==> config.mk <==
export PLATFORM = sky130hd
export DESIGN_NAME = seg_frame_decoder_flat
export DESIGN_NICKNAME = d
export VERILOG_FILES = /design/src/rtl/seg_frame_decoder_if.sv /design/src/rtl/seg_frame_decoder.sv /design/src/flat_wrapper.sv
export SDC_FILE = /design/constraint.sdc
export NUM_CORES = 1
export LEC_CHECK = 0
export CORE_MARGIN = 2
export CORE_UTILIZATION = 25
export DETAILED_ROUTE_END_ITERATION = 12
export GPL_TIMING_DRIVEN = 0
export PLACE_DENSITY = 0.4
export SLEW_MARGIN = 30
export SYNTH_ARGS = -nofsm -noshare
export SYNTH_HDL_FRONTEND = slang
export SYNTH_SLANG_ARGS = --single-unit
export TNS_END_PERCENT = 1
==> constraint.sdc <==
create_clock -name clk_scan -period 3.13 [get_ports clk_scan]
set_input_delay 0.4695 -clock clk_scan [delete_from_list [all_inputs] [get_ports clk_scan]]
set_output_delay 0.4695 -clock clk_scan [all_outputs]
set_load 0.02 [all_outputs]
==> src/rtl/seg_frame_decoder_if.sv <==
// Multiplexed seven-segment scan bus: one-hot digit-pair select plus the
// ones/tens segment patterns for the selected pair.
interface seg_frame_decoder_if;
  logic [3:0] wei;
  logic [7:0] duan;
  logic [7:0] duan1;

  modport master (output wei, output duan, output duan1);
  modport slave  (input  wei, input  duan, input  duan1);
endinterface

==> src/rtl/seg_frame_decoder.sv <==
// Recovers hh:mm:ss.cc from a scanned seven-segment display bus, checking
// pair order and segment content before committing a whole frame.
module seg_frame_decoder (
  input  logic                 clk_scan,
  input  logic                 rst,
  seg_frame_decoder_if.slave   scan,
  output logic [7:0]           hours,
  output logic [7:0]           minutes,
  output logic [7:0]           seconds,
  output logic [7:0]           centisec,
  output logic                 frame_valid,
  output logic                 locked,
  output logic                 seq_err,
  output logic                 seg_err,
  output logic [7:0]           err_count
);

  typedef enum logic [1:0] {HUNT, EXP1, EXP2, EXP3} state_t;

  localparam logic [3:0] W_CS  = 4'b0001;
  localparam logic [3:0] W_SEC = 4'b0010;
  localparam logic [3:0] W_MIN = 4'b0100;
  localparam logic [3:0] W_HR  = 4'b1000;

  // Returns {valid, digit}; the dash and every unlisted pattern are invalid.
  function automatic logic [4:0] seg_decode(input logic [6:0] pat);
    case (pat)
      7'h7E:   return {1'b1, 4'd0};
      7'h30:   return {1'b1, 4'd1};
      7'h6D:   return {1'b1, 4'd2};
      7'h79:   return {1'b1, 4'd3};
      7'h33:   return {1'b1, 4'd4};
      7'h5B:   return {1'b1, 4'd5};
      7'h5F:   return {1'b1, 4'd6};
      7'h70:   return {1'b1, 4'd7};
      7'h7F:   return {1'b1, 4'd8};
      7'h7B:   return {1'b1, 4'd9};
      default: return 5'd0;
    endcase
  endfunction

  function automatic logic [7:0] sat_inc(input logic [7:0] cnt);
    return (cnt == 8'hFF) ? cnt : cnt + 8'd1;
  endfunction

  state_t     state, state_nxt;
  logic       bad, bad_nxt;
  logic [7:0] cs_sh, sec_sh, min_sh;
  logic       cap_cs, cap_sec, cap_min, commit;
  logic       seq_err_nxt, seg_err_nxt;

  // ---- stage p0: combinational decode of the currently selected pair ----
  logic [4:0] ones_p0, tens_p0;
  logic       pair_ok_p0, range_ok_p0;
  logic [7:0] pair_val_p0;

  assign ones_p0     = seg_decode(scan.duan[6:0]);
  assign tens_p0     = seg_decode(scan.duan1[6:0]);
  // The separator dot is only legal on the tens digit, and it must be lit.
  assign pair_ok_p0  = ones_p0[4] & tens_p0[4] & ~scan.duan[7] & scan.duan1[7];
  assign pair_val_p0 = ({4'd0, tens_p0[3:0]} * 8'd10) + {4'd0, ones_p0[3:0]};
  assign range_ok_p0 = (pair_val_p0 <= 8'd59);

  always_ff @(posedge clk_scan or posedge rst) begin
    if (rst) state <= HUNT;
    else     state <= state_nxt;
  end

  always_comb begin
    state_nxt   = state;
    bad_nxt     = bad;
    cap_cs      = 1'b0;
    cap_sec     = 1'b0;
    cap_min     = 1'b0;
    commit      = 1'b0;
    seq_err_nxt = 1'b0;
    seg_err_nxt = 1'b0;
    if (scan.wei == 4'b0000) begin
      state_nxt = state;
    end else if (!$onehot(scan.wei)) begin
      seq_err_nxt = 1'b1;
      state_nxt   = HUNT;
    end else if (scan.wei == W_CS) begin
      // A fresh start mid-frame is both an order error and a new frame.
      seq_err_nxt = (state != HUNT);
      bad_nxt     = ~pair_ok_p0;
      cap_cs      = 1'b1;
      state_nxt   = EXP1;
    end else begin
      case (state)
        HUNT: state_nxt = HUNT;
        EXP1: begin
          if (scan.wei == W_SEC) begin
            cap_sec   = 1'b1;
            bad_nxt   = bad | ~pair_ok_p0 | ~range_ok_p0;
            state_nxt = EXP2;
          end else begin
            seq_err_nxt = 1'b1;
            state_nxt   = HUNT;
          end
        end
        EXP2: begin
          if (scan.wei == W_MIN) begin
            cap_min   = 1'b1;
            bad_nxt   = bad | ~pair_ok_p0 | ~range_ok_p0;
            state_nxt = EXP3;
          end else begin
            seq_err_nxt = 1'b1;
            state_nxt   = HUNT;
          end
        end
        default: begin
          if (scan.wei == W_HR) begin
            if (bad || !pair_ok_p0) seg_err_nxt = 1'b1;
            else                    commit      = 1'b1;
          end else begin
            seq_err_nxt = 1'b1;
          end
          state_nxt = HUNT;
        end
      endcase
    end
  end

  // ---- stage p1: shadow capture, commit and status registers ----
  always_ff @(posedge clk_scan or posedge rst) begin
    if (rst) begin
      bad         <= 1'b0;
      cs_sh       <= 8'd0;
      sec_sh      <= 8'd0;
      min_sh      <= 8'd0;
      hours       <= 8'd0;
      minutes     <= 8'd0;
      seconds     <= 8'd0;
      centisec    <= 8'd0;
      frame_valid <= 1'b0;
      locked      <= 1'b0;
      seq_err     <= 1'b0;
      seg_err     <= 1'b0;
      err_count   <= 8'd0;
    end else begin
      bad         <= bad_nxt;
      frame_valid <= commit;
      seq_err     <= seq_err_nxt;
      seg_err     <= seg_err_nxt;
      if (cap_cs)  cs_sh  <= pair_val_p0;
      if (cap_sec) sec_sh <= pair_val_p0;
      if (cap_min) min_sh <= pair_val_p0;
      if (commit) begin
        hours    <= pair_val_p0;
        minutes  <= min_sh;
        seconds  <= sec_sh;
        centisec <= cs_sh;
      end
      if (seq_err_nxt) locked <= 1'b0;
      else if (commit) locked <= 1'b1;
      if (seq_err_nxt || seg_err_nxt) err_count <= sat_inc(err_count);
    end
  end

endmodule

==> src/flat_wrapper.sv <==
// flat-port wrapper written by rule: the top's interface ports become plain ports
module seg_frame_decoder_flat 
  (clk_scan, rst, hours, minutes, seconds, centisec, frame_valid, locked, seq_err, seg_err, err_count, scan_wei, scan_duan, scan_duan1);
  seg_frame_decoder_if scan_i ();
  input  logic clk_scan;
  input  logic rst;
  output logic [7:0] hours;
  output logic [7:0] minutes;
  output logic [7:0] seconds;
  output logic [7:0] centisec;
  output logic frame_valid;
  output logic locked;
  output logic seq_err;
  output logic seg_err;
  output logic [7:0] err_count;
  input wire logic [$bits(scan_i.wei)-1:0] scan_wei;
  input wire logic [$bits(scan_i.duan)-1:0] scan_duan;
  input wire logic [$bits(scan_i.duan1)-1:0] scan_duan1;
  assign scan_i.wei = scan_wei;
  assign scan_i.duan = scan_duan;
  assign scan_i.duan1 = scan_duan1;
  seg_frame_decoder u_core (.clk_scan(clk_scan), .rst(rst), .scan(scan_i), .hours(hours), .minutes(minutes), .seconds(seconds), .centisec(centisec), .frame_valid(frame_valid), .locked(locked), .seq_err(seq_err), .seg_err(seg_err), .err_count(err_count));
endmodule
After elaboration in Yosys (flattened, before gate mapping)
Cells that the tools add are included.
Cells by class
  reduce and logical (&&, ||, !) cells: 11
  div/mod/pow operators: 0
  eq/ne operators: 30
  shifts and indexed selects: 0
  muxes and demuxes: 45
  order comparisons: 1
  bitwise logic cells: 10
  $mul: 1
  add/sub/neg operators: 5
Operators by type and width (number)
  7-bit == test (second input constant): 16
  5-bit case mux with 10 select lines: 2
  1-bit 2-to-1 mux: 36
  7-bit by 6-bit == test with 1-bit output (second input constant): 4
  8-bit by 1-bit adder with 8-bit output (second input constant): 1
  8-bit by 4-bit adder with 8-bit output: 1
  8-bit == test (second input constant): 1
  8-bit by 6-bit less-or-equal comparator with 1-bit output (second input constant): 1
  2-bit 2-to-1 mux: 4
  4-bit by 3-bit multiplier with 7-bit output (second input constant): 1
  3-bit by 1-bit inequality test with 1-bit output (second input constant): 2
  1-bit inverter: 5
  5-bit AND reduction: 1
  1-bit by 1-bit adder with 2-bit output: 2
  4-bit by 1-bit == test with 1-bit output (second input constant): 1
  4-bit by 2-bit == test with 1-bit output (second input constant): 1
  4-bit by 3-bit == test with 1-bit output (second input constant): 1
  4-bit == test (second input constant): 1
  4-bit zero test: 1
  2-bit case mux with 2 select lines: 1
  2-bit nonzero test: 2
  3-bit adder: 1
  1-bit bitwise AND: 3
  3-bit by 1-bit == test with 1-bit output (second input constant): 1
  other kinds (11): 13
Word-level totals
  logic and storage cells: 117
  bits in writable memories: 0
  register bits after elaboration: 71
  ROM bits: 0
  memories kept: 0
  latch bits: 0
  output and inout port bits: 44

Depth between registers and ports, before layout
  word-level depth: 15
  mapped depth: 17
  depth with buffers taken out: 16

Least setup slack after synthesis
No wires, ideal clock.
  path type: input port to flip-flop
  start: input port scan_wei[0]
  end: register u_core.minutes[7]
  path buffers: 2
  arrival: 3.194 ns
  setup time: 0.128 ns
  stages on the path: 11
  data required time: 3.002 ns
  setup slack: -0.192 ns
  cells stage by stage: inv_1 -> ha_1 -> ha_1 -> fa_1 -> or3b_1 -> clkbuf_1 -> or4bb_1 -> nor2_1 -> nand2_4 -> buf_2 -> mux2_1
On the way
  word-level cells in the longest chain between the ends: 6
  elaborated cells on any way between the ends: 11
Ends and longest elaborated chain
  start, declared: line flat_wrapper.sv:16  | input wire logic [$bits(scan_i.wei)-1:0] scan_wei;
  parallel branches: the longest is 5 deep, another holds 3-bit adder
  1-bit 2-to-1 mux (*): line seg_frame_decoder.sv:78  | if (scan.wei == 4'b0000) begin
  end signal, assigned: line seg_frame_decoder.sv:151  | minutes <= min_sh;
  end, declared: line seg_frame_decoder.sv:8  | output logic [7:0] minutes,
Mark *: on every way between the ends.
A chain may end at the register's enable or synchronous reset.

Worst setup path after layout
  start: input port scan_wei[2]
  end: register u_core.err_count[7]
On the way
  word-level cells in the longest chain between the ends: 8
  elaborated cells on any way between the ends: 22
Ends and longest elaborated chain
  parallel branches: the longest is 6 deep, another holds 3-bit adder
  1-bit logical OR (*): line seg_frame_decoder.sv:157  | if (seq_err_nxt || seg_err_nxt) err_count <= sat_inc(err_count);
  2-bit AND reduction (no source line) (*)
  end signal, assigned: line seg_frame_decoder.sv:157
  end, declared: line seg_frame_decoder.sv:15  | output logic [7:0] err_count
Marks and branches as above.

==> impl_metrics.ini <==
[run_status]
outcome = completed

[power]
power_mw = 2.71
ir_worst_vdd_mv = 0.290
power_per_cell_area_mw_per_mm2 = 510
total_leakage_power_nw = 2.50

[sta]
fin_skew_ns = 0.00637
fin_crit_ns = 3.08
period_share_pct = 98.4
fmax_ghz = 0.325
fin_tns_setup_ns = 0
hold_violations = 0
rsz0062_at_grt = yes
worstMarginPinSlew_ns = 0.680
relSlewSlack_pct = 54.5
setup_viol = 0
slew_viol_final = 0

[grt]
grt_max_degree = 38
grt_overflow = 0
grt_pass1_vias = 2734
antenna_found_initial = 0
track_usage_pct = 11.1
grt_pass1_wl_um = 14100

[synthesis]
yosys_register_bits = 71
syn_inst = 324
ys.flop_type = dfrtp_1
synth_nets = 371
ys.warnings.count = 0
netlist_area_mm2 = 0.00373
synthArstFlopShare_pct = 100
synth_edf_count = 0
syn_avg_cell_area_um2 = 11.5
synth_seq_area_share_pct = 47.6
synthDistinctLibCells = 58

[critical_path]
crit_path_end_kind = flip-flop
required_ns = 3.34
arrival_ns = 3.29
reg2reg_from = u_core.state[0]$_DFFE_PP0P_
crit_path_end = u_core.err_count[7]$_DFFE_PP0P_
startpoint_type = primary input
rrSetupSlack_ns = 0.72
critPathMaxFanout = 6
timing.rr.end = u_core.err_count[1]$_DFFE_PP0P_
crit_type = in2reg
r2r_cells = 9
crit_start = scan_wei[2]

[cells_and_area]
n_antenna_cell = 0
mostFrequentLayoutCells = dfrtp_1 (71), clkdlybuf4s50_1 (51), mux2_2 (32)
fill_cells = 1425
drive_gt1_share_pct = 31.2
fin_util_pct = 36.4
mostFrequentLayoutCell = dfrtp_1
multi_input_area_mm2 = 0.00202
area_growth_pct = 42.1
nets = 462
seqCellArea_mm2 = 0.00178

[clock_network]
cts_made_buffers = 9
htreeDepth = 3
path_clk_slew_ns = 0.06
clock_sinks = 71
holdBufCountCts = 0
clockRootBuffer = clkbuf_16
clkLatencyLatePin_ns = 0.33
cts_tree = done
clk_path_buf_depth = 2

[drt]
ant_nets = 0
drc = 0
vias = 2700
via_per_inst = 4.47
first_pass_iters = 3
drtIter0Drc = 111
routedWlPerCell_um = 13.9
wirelength_um = 8420

[place]
detailedPlacementHpwl_um = 6230
gp_congestion = 0.785
port_buffers = 63

[floorplanning]
design.core.area_mm2 = 0.0146
die_w_um = 126
dieArea_mm2 = 0.0159
fp.dieH_um = 126
io_pins = 66
num_rows = 44
start_util_pct = 25.6

[worst_hold_path]
hold_class = reg2reg

[flow_run]
cap_viol_max_count = 0
[cells in the mapped netlist, drive strengths merged, types with 4 or more instances]
library cell | count | share of area [%]
mux2 | 47 | 14
inv | 17 | 1.8
clkbuf | 7 | 0.70
nor2 | 9 | 0.90
dfrtp | 71 | 48
a21oi | 10 | 1.3
xnor2 | 7 | 1.6
buf | 4 | 0.87
nand3 | 9 | 1.2
and3 | 5 | 0.84
a21boi | 4 | 0.80
ha | 22 | 7.4
nand2 | 34 | 3.6
nor3b | 4 | 0.80
o21ai | 19 | 2.8
o22a | 4 | 1.0
[cell families (layout without fill, tap and decap cells)]
group / after synthesis / count (layout) / synth area share (%)
buf+inv: 28 / 124 / 3.35
xor+xnor: 8 / 8 / 1.88
simple gates: 87 / 87 / 12.7
mux: 48 / 48 / 14.5
flops: 71 / 71 / 47.6
compound gates: 57 / 57 / 11.0
fa+ha+maj: 25 / 25 / 8.98
[metal layers]
layer,up-vias,GRT usage (%),routed length (um)
li1,1339,-,-
met1,1298,15.7,4300
met2,52,16.4,3680
met3,11,2.12,284
met4,0,5.17,158
met5,-,0,0
[cell type report]
cell class                 instances  share of cell area [%]
inverter                          17                    1.72
clock buffer                       9                    4.24
sequential                        71                    33.5
timing repair buffer              81                    14.5
clock inverter                     7                    2.29
multi-input combinational        225                    38.1
buffer                            10                    1.32
tap                              184                    4.34
[how the worst min path moves through the flow]
stage	from	to	depth (start not counted)
final	u_core.min_sh[6]$_DFFE_PP0P_	u_core.min_sh[6]$_DFFE_PP0P_	2
after global routing	u_core.min_sh[7]$_DFFE_PP0P_	u_core.min_sh[7]$_DFFE_PP0P_	2
after CTS	u_core.min_sh[6]$_DFFE_PP0P_	u_core.min_sh[6]$_DFFE_PP0P_	2
after detailed placement	u_core.min_sh[6]$_DFFE_PP0P_	u_core.min_sh[6]$_DFFE_PP0P_	2
after global placement	u_core.min_sh[6]$_DFFE_PP0P_	u_core.min_sh[6]$_DFFE_PP0P_	2
after floorplan	u_core.cs_sh[1]$_DFFE_PP0P_	u_core.cs_sh[1]$_DFFE_PP0P_	2
[flip-flops by register name (all words and copies together) (netlist names)]
name	count
u_core.err_count	8
u_core.frame_valid	1
u_core.bad	1
u_core.minutes	8
u_core.hours	8
u_core.state	2
u_core.cs_sh	8
u_core.seq_err	1
u_core.seg_err	1
u_core.min_sh	8
u_core.centisec	8
u_core.seconds	8
u_core.locked	1
u_core.sec_sh	8
[worst max-delay path: stages]
cell and delay [ns]:
clkdlybuf4s15_2 0.22, inv_4 0.05, ha_4 0.21, ha_4 0.15
fa_1 0.44, or3b_4 0.42, or4bb_4 0.56, a21o_4 0.24
a21oi_1 0.16, mux2_2 0.35
[timing repair]
item,CTS,global route
endpoints found under the hold margin,0,0
setup buffers,12,5
pin swaps,11,13
endpoints found under the setup margin,69,25
resized for setup,48,18
[where the power goes]
part           internal [mW]  switching [mW]
Sequential             0.979          0.0646
Combinational          0.254           0.238
Clock                  0.781           0.393
[stage by stage]
step           instances  worst slack [ns]  hold WS [ns]  cell area, um2
2_1_floorplan        324           -0.0339         0.442            3880
3_3_place_gp         571             -1.11         0.460            4740
3_5_place_dp         572             -1.12         0.467            4770
4_1_cts              599            0.0185         0.480            5230
5_1_grt              604           -0.0631         0.514            5310
6_report             604            0.0503         0.477            5310
Note: power is estimated with default switching activity, not from simulation.
